===== src/rtl/imem_arbiter.sv =====
// Instruction-memory arbiter: one loader write port and two read ports (CPU, debug)
// sharing a single registered-read memory through an IDLE/ISSUE/CAPTURE/RESP sequence.
module imem_arbiter (
    input  logic        Clk,
    input  logic        Rst,
    input  logic        LdReq,
    input  logic [31:0] LdAddr,
    input  logic [31:0] LdData,
    input  logic [1:0]  LdSize,
    input  logic        CpuReq,
    input  logic [31:0] CpuAddr,
    input  logic [1:0]  CpuSize,
    input  logic        DbgReq,
    input  logic [31:0] DbgAddr,
    input  logic [1:0]  DbgSize,
    input  logic [31:0] MemReadData,
    output logic [31:0] MemWriteData,
    output logic [31:0] MemWriteAddr,
    output logic [31:0] MemReadAddr,
    output logic [1:0]  MemWIM,
    output logic [1:0]  MemRIM,
    output logic        LdGnt,
    output logic        CpuGnt,
    output logic        DbgGnt,
    output logic        LdDone,
    output logic        CpuValid,
    output logic [31:0] CpuData,
    output logic        DbgValid,
    output logic [31:0] DbgData,
    output logic        Err
);

    typedef enum logic [1:0] {IDLE, ISSUE, CAPTURE, RESP} state_t;
    typedef enum logic [1:0] {SRC_LD, SRC_CPU, SRC_DBG} src_t;

    state_t      state, state_next;
    src_t        src, src_next;
    logic        reject, reject_next;
    logic        pref_dbg, pref_dbg_next;

    logic        pick_ld, pick_cpu, pick_dbg;
    src_t        req_src;
    logic [31:0] req_addr;
    logic [1:0]  req_size;
    logic [2:0]  req_count;
    logic [32:0] req_last;
    logic        req_reject;

    logic [31:0] mem_write_data_next, mem_write_addr_next, mem_read_addr_next;
    logic [1:0]  mem_wim_next, mem_rim_next;
    logic        ld_gnt_next, cpu_gnt_next, dbg_gnt_next;
    logic        ld_done_next, cpu_valid_next, dbg_valid_next, err_next;
    logic [31:0] cpu_data_next, dbg_data_next;

    // Loader always wins; the two readers alternate when both are waiting.
    // The last-byte address is formed in 33 bits so a top-of-space address cannot wrap into range.
    always_comb begin
        pick_ld  = LdReq;
        pick_cpu = !LdReq && CpuReq && (!DbgReq || !pref_dbg);
        pick_dbg = !LdReq && DbgReq && !pick_cpu;

        req_src  = SRC_LD;
        req_addr = LdAddr;
        req_size = LdSize;
        if (pick_cpu) begin
            req_src  = SRC_CPU;
            req_addr = CpuAddr;
            req_size = CpuSize;
        end else if (pick_dbg) begin
            req_src  = SRC_DBG;
            req_addr = DbgAddr;
            req_size = DbgSize;
        end

        case (req_size)
            2'd1:    req_count = 3'd1;
            2'd2:    req_count = 3'd2;
            2'd3:    req_count = 3'd4;
            default: req_count = 3'd0;
        endcase

        req_last   = {1'b0, req_addr} + {30'd0, req_count} - 33'd1;
        req_reject = (req_size == 2'd0) || (req_last > 33'h0_0000_FFFF);
    end

    // Next-state and next-output logic; every output is registered, so memory
    // strobes for ISSUE are prepared on the grant edge.
    always_comb begin
        state_next          = state;
        src_next            = src;
        reject_next         = reject;
        pref_dbg_next       = pref_dbg;
        mem_write_data_next = 32'd0;
        mem_write_addr_next = 32'd0;
        mem_read_addr_next  = 32'd0;
        mem_wim_next        = 2'd0;
        mem_rim_next        = 2'd0;
        ld_gnt_next         = 1'b0;
        cpu_gnt_next        = 1'b0;
        dbg_gnt_next        = 1'b0;
        ld_done_next        = 1'b0;
        cpu_valid_next      = 1'b0;
        dbg_valid_next      = 1'b0;
        err_next            = 1'b0;
        cpu_data_next       = CpuData;
        dbg_data_next       = DbgData;

        case (state)
            IDLE: begin
                if (pick_ld || pick_cpu || pick_dbg) begin
                    state_next   = ISSUE;
                    src_next     = req_src;
                    reject_next  = req_reject;
                    ld_gnt_next  = pick_ld;
                    cpu_gnt_next = pick_cpu;
                    dbg_gnt_next = pick_dbg;
                    if (!pick_ld) begin
                        pref_dbg_next = pick_cpu;
                    end
                    if (!req_reject) begin
                        if (pick_ld) begin
                            mem_wim_next        = req_size;
                            mem_write_addr_next = req_addr;
                            mem_write_data_next = LdData;
                        end else begin
                            mem_rim_next       = req_size;
                            mem_read_addr_next = req_addr;
                        end
                    end
                end
            end
            ISSUE: begin
                if (src == SRC_LD || reject) begin
                    state_next     = RESP;
                    err_next       = reject;
                    ld_done_next   = (src == SRC_LD);
                    cpu_valid_next = (src == SRC_CPU);
                    dbg_valid_next = (src == SRC_DBG);
                    if (src == SRC_CPU) begin
                        cpu_data_next = 32'd0;
                    end
                    if (src == SRC_DBG) begin
                        dbg_data_next = 32'd0;
                    end
                end else begin
                    state_next = CAPTURE;
                end
            end
            CAPTURE: begin
                state_next = RESP;
                if (src == SRC_DBG) begin
                    dbg_valid_next = 1'b1;
                    dbg_data_next  = MemReadData;
                end else begin
                    cpu_valid_next = 1'b1;
                    cpu_data_next  = MemReadData;
                end
            end
            RESP: begin
                state_next = IDLE;
            end
            default: begin
                state_next = IDLE;
            end
        endcase
    end

    // State and output registers with asynchronous reset.
    always_ff @(posedge Clk or posedge Rst) begin
        if (Rst) begin
            state        <= IDLE;
            src          <= SRC_LD;
            reject       <= 1'b0;
            pref_dbg     <= 1'b0;
            MemWriteData <= 32'd0;
            MemWriteAddr <= 32'd0;
            MemReadAddr  <= 32'd0;
            MemWIM       <= 2'd0;
            MemRIM       <= 2'd0;
            LdGnt        <= 1'b0;
            CpuGnt       <= 1'b0;
            DbgGnt       <= 1'b0;
            LdDone       <= 1'b0;
            CpuValid     <= 1'b0;
            DbgValid     <= 1'b0;
            Err          <= 1'b0;
            CpuData      <= 32'd0;
            DbgData      <= 32'd0;
        end else begin
            state        <= state_next;
            src          <= src_next;
            reject       <= reject_next;
            pref_dbg     <= pref_dbg_next;
            MemWriteData <= mem_write_data_next;
            MemWriteAddr <= mem_write_addr_next;
            MemReadAddr  <= mem_read_addr_next;
            MemWIM       <= mem_wim_next;
            MemRIM       <= mem_rim_next;
            LdGnt        <= ld_gnt_next;
            CpuGnt       <= cpu_gnt_next;
            DbgGnt       <= dbg_gnt_next;
            LdDone       <= ld_done_next;
            CpuValid     <= cpu_valid_next;
            DbgValid     <= dbg_valid_next;
            Err          <= err_next;
            CpuData      <= cpu_data_next;
            DbgData      <= dbg_data_next;
        end
    end

endmodule


===== config.mk =====
export PLATFORM = sky130hd
export DESIGN_NAME = imem_arbiter
export DESIGN_NICKNAME = d
export VERILOG_FILES = /design/src/rtl/imem_arbiter.sv
export SDC_FILE = /design/constraint.sdc
export NUM_CORES = 1
export LEC_CHECK = 0
export ABC_CLOCK_PERIOD_IN_PS = 7600
export BUFFER_PORTS_ARGS = -buffer_cell sky130_fd_sc_hd__buf_2
export CAP_MARGIN = 25
export CORE_AREA = 2 2 136 138
export DETAILED_ROUTE_END_ITERATION = 8
export DIE_AREA = 0 0 138 140
export PLACE_DENSITY = 0.86
export SLEW_MARGIN = 30
export SYNTH_ARGS = -nofsm -noshare
export SYNTH_HDL_FRONTEND = slang
export SYNTH_SLANG_ARGS = --single-unit

===== constraint.sdc =====
create_clock -name Clk -period 7.6 [get_ports Clk]
set_clock_uncertainty 0.15 [all_clocks]
set_input_delay 0.38 -clock Clk [delete_from_list [all_inputs] [get_ports Clk]]
set_output_delay 0.38 -clock Clk [all_outputs]
set_load 0.01 [all_outputs]

==> impl_summary.md <==
Critical path
At the worst endpoint, the required time is between 7 and 8 ns. The worst setup path is launched from a flip-flop. Walking the worst path, the cells encountered are nand2b_1, nand3_4, mux2i_1, o21ai_0, nand2_1, ha_1, inv_1, ha_1, a211oi_1, o21ai_0, nor4b_1, o31a_1, o21a_1, o211a_4, or4_2, nor4_2. The largest single stage delay on the critical path is 1.06 ns.

The cell family contributing the most delay on the critical path is simple AND/OR/NAND/NOR gates. The critical-path cell with the highest stage delay is or4_2. The critical setup path kind is flip-flop to flip-flop. Together, buffers and inverters on the worst path number 1.

Data arrives at the worst endpoint at roughly 6.2 ns. The type of destination of the critical path is a flip-flop. The maximum fanout along the worst path is 32.

Timing
The worst-margin pin slew is 0.9439 ns. The minimum clock period after layout is 6.036 ns. The hold violation total from the final report is 16.

In the finished design, the share of the clock period the worst path needs comes to 0.7942. The final total negative setup slack is 0 ns. Derived from the worst setup path, the maximum achievable clock frequency is 165.7 MHz. The final-report setup violation count is 0.

The worst slew margin relative to its limit is 0.3707. The max-slew violation total from the final report came to 0. Final hold analysis gives a worst-case slack of -0.03909 ns. Setup repair after global routing left no endpoint under its margin.

Clock network
The clock latency of the later-clocked register in the worst-skew pair is around 0.42 ns. The H-tree was split into 4 levels. The number of buffers added by the clock tree synthesis step is 17. The number of sinks on the clock net is 177. The count of hold buffers inserted by post-cts repair is 0. Clock-pin slew was measured on the worst setup and hold paths at 0.07 ns. The cell chosen for the clock root is clkbuf_16. The largest buffer count on any clock path is 2. In this run, post-CTS repair resized a total of 0 instances. The post-CTS setup buffer count is 0.

The clock tree from TritonCTS is yes.

Place
The count of buffers added on input and output ports is 341. Once placement finished, the instance area stood at approximately 11000 um2. The final estimated routing congestion in global placement is 0.9130. The HPWL after detailed placement is 20.18 mm.

Die
The core footprint is around 18000 um2. 342 I/O pins were placed. The die boundary height is 140 um. The die covers 19320 um2. For this configuration, the core starts out at a cell density of 0.5441. The die is 138 um wide. The floorplan has 49 rows.

Synthesis
The share of synthesized registers carrying an async set or reset is 1.000. Summed over all instances, the cell type with the most area after synthesis is dfrtp_1. Counting flops with a built-in enable in the synthesized netlist gives 0. In the synthesized netlist the dominant register cell turns out to be dfrtp_1.

During synthesis, Yosys emitted a total of 0 warnings. The average instance in the mapped netlist occupies 9.840 um2. The cell area that synthesis handed to floorplanning was just under 10000 um2. By area the synthesized netlist is led by dfrtp_1 (46%), nor4_2 (11%), nand2_1 (5.4%). The synthesized design contains 177 register bits. The share of the Yosys chip area taken by registers is 0.4579. The net count after synthesis is about 1.2k. The area share of the largest cell type after synthesis is 0.4579. After synthesis, the netlist uses between 60 and 70 different library cells. Counting instances in the post-synthesis netlist gives the leading cell types as dfrtp_1 (177), nand2_1 (139), o21ai_0 (92). The dominant cell by count in the synthesized netlist is dfrtp_1. Synthesis produced 983 cells.

Layout
The register area is 4429 um2. After the last flow step, the layout net total stands at 1495. The count of antenna diodes in the layout is 0. The footprint of the multi-input gates is 4602 um2. From synthesis to final layout, the design area changed by 24.30%. The share of layout cells above drive strength 1 is 0.3718. Summing all non-filler instances in the final layout gives an area of approximately 12000 um2. The layout filler cell count is 1404.

Drt
In the routed layout, each cell is associated on average with a via count of 5.678. After detailed routing, the met2 layer carries 14.47 mm of wire. The number of detailed-route iterations in the first pass is 5. For this run, design rule violations remaining after detail routing come to 0. Once detail routing completed, the nets flagged for antenna violations numbered 0. In the final routed layout, each cell accounts on average for 18.31 um. After detailed routing, the wire length on met1 is 11.21 mm. In the detailed route, the total length drawn on met3 is about 1.7 mm. The aggregate routed wire length is 27.99 mm.

Across all layers, the routed design uses 8676 vias. The detailed router used layers up to and including met4. The detailed router's first-iteration violation count is 659.

Job
The number of max-cap violations is 0.

Global routing
The first-pass GRT wire length is between 40 and 50 mm. Entering global routing, the biggest net connects 93 pins. The leftover overflow at the end of global routing is 0.

The initial antenna violation count is 0. For this run, the total global-route usage over all layers was measured as 0.2850. The number of global-route vias before repair came to between 8k and 9k.

Outcome
The final reports fail on hold timing. The run finished, with violations left.

Power
Power comes to between 3000 and 4000 uW. Dividing total power by cell area gives a power density of slightly below 300 nW/um2. The peak supply drop is approximately 0.25 mV. The leakage power total is 0.006279 uW.

Hold path
The class of the most critical hold timing path is primary input to asynchronous set/reset pin.
## power by group
group | leakage (uW) | internal (uW) | switching [uW]
Combinational | 0.00357 | 470 | 1000
Clock | 0.000283 | 438 | 412
Sequential | 0.00243 | 1090 | 81.9
## final cells by class
cell class	instances	share of cell area
timing repair buffer	354	0.1533
clock buffer	18	0.03569
sequential	177	0.3684
clock inverter	14	0.01197
tap	229	0.02383
multi-input combinational	660	0.3827
inverter	76	0.02414
## cells by family (layout without fill, tap and decap cells)
family	Yosys count	count (layout)	share of synthesized area
adder cells (fa/ha/maj)	38	38	0.04993
AO/OA/AOI/OAI	222	222	0.1362
flip-flops	177	177	0.4579
AND/OR/NAND/NOR	362	362	0.2468
XOR/XNOR	3	3	0.002717
buffers and inverters	146	462	0.07024
multiplexers	35	35	0.03622
## stage by stage
step	setup slack [ns]	util	cells
after global placement	1.345	0.6402	1493
after detailed placement	1.190	0.6426	1495
after floorplan	2.268	-	983
final	1.564	0.6763	1528
after global routing	1.146	0.6763	1528
after CTS	1.151	0.6749	1527
## sequential cells by signal, summed over array words and instances, names as in the netlist, 2 cells and up
name	cells
src	2
MemWriteData	32
MemWIM	2
DbgData	32
state	2
MemWriteAddr	32
MemReadAddr	32
MemRIM	2
CpuData	32
## cells in the final DEF (no fill, tap or decap), drive strengths merged, types with 9 or more instances in the layout
cell / count
nor3: 9
inv: 84
clkbuf: 18
mux2i: 35
nor2: 51
o211ai: 9
o21ai: 93
nand2: 139
nand3: 9
a21oi: 63
buf: 353
ha: 37
dfrtp: 177
nor4: 102
a21o: 9
## final timing paths
| kind | startpoint | cells past startpoint | slack, ns | endpoint |
|---|---|---|---|---|
| worst max-delay path | pref_dbg | 16 | 1.56 | MemReadAddr[25] |
| worst min-delay path | Rst | 2 | -0.04 | MemWriteData[14] |
| worst max register to register | pref_dbg | 16 | 1.56 | MemReadAddr[25] |
| worst min register to register | CpuData[1] | 2 | 0.33 | CpuData[1] |
| max in group asynchronous | Rst | 3 | 5.98 | MemReadAddr[11] |
| min in group Clk | LdData[24] | 3 | 0.02 | MemWriteData[24] |
## layer usage
layer / GRT usage / vias to the layer above
met5: 0 / -
met4: 0.08808 / 0
met3: 0.05436 / 57
met2: 0.4950 / 360
met1: 0.3635 / 4186
li1: - / 4073
Power figures use the tool's default switching activity.
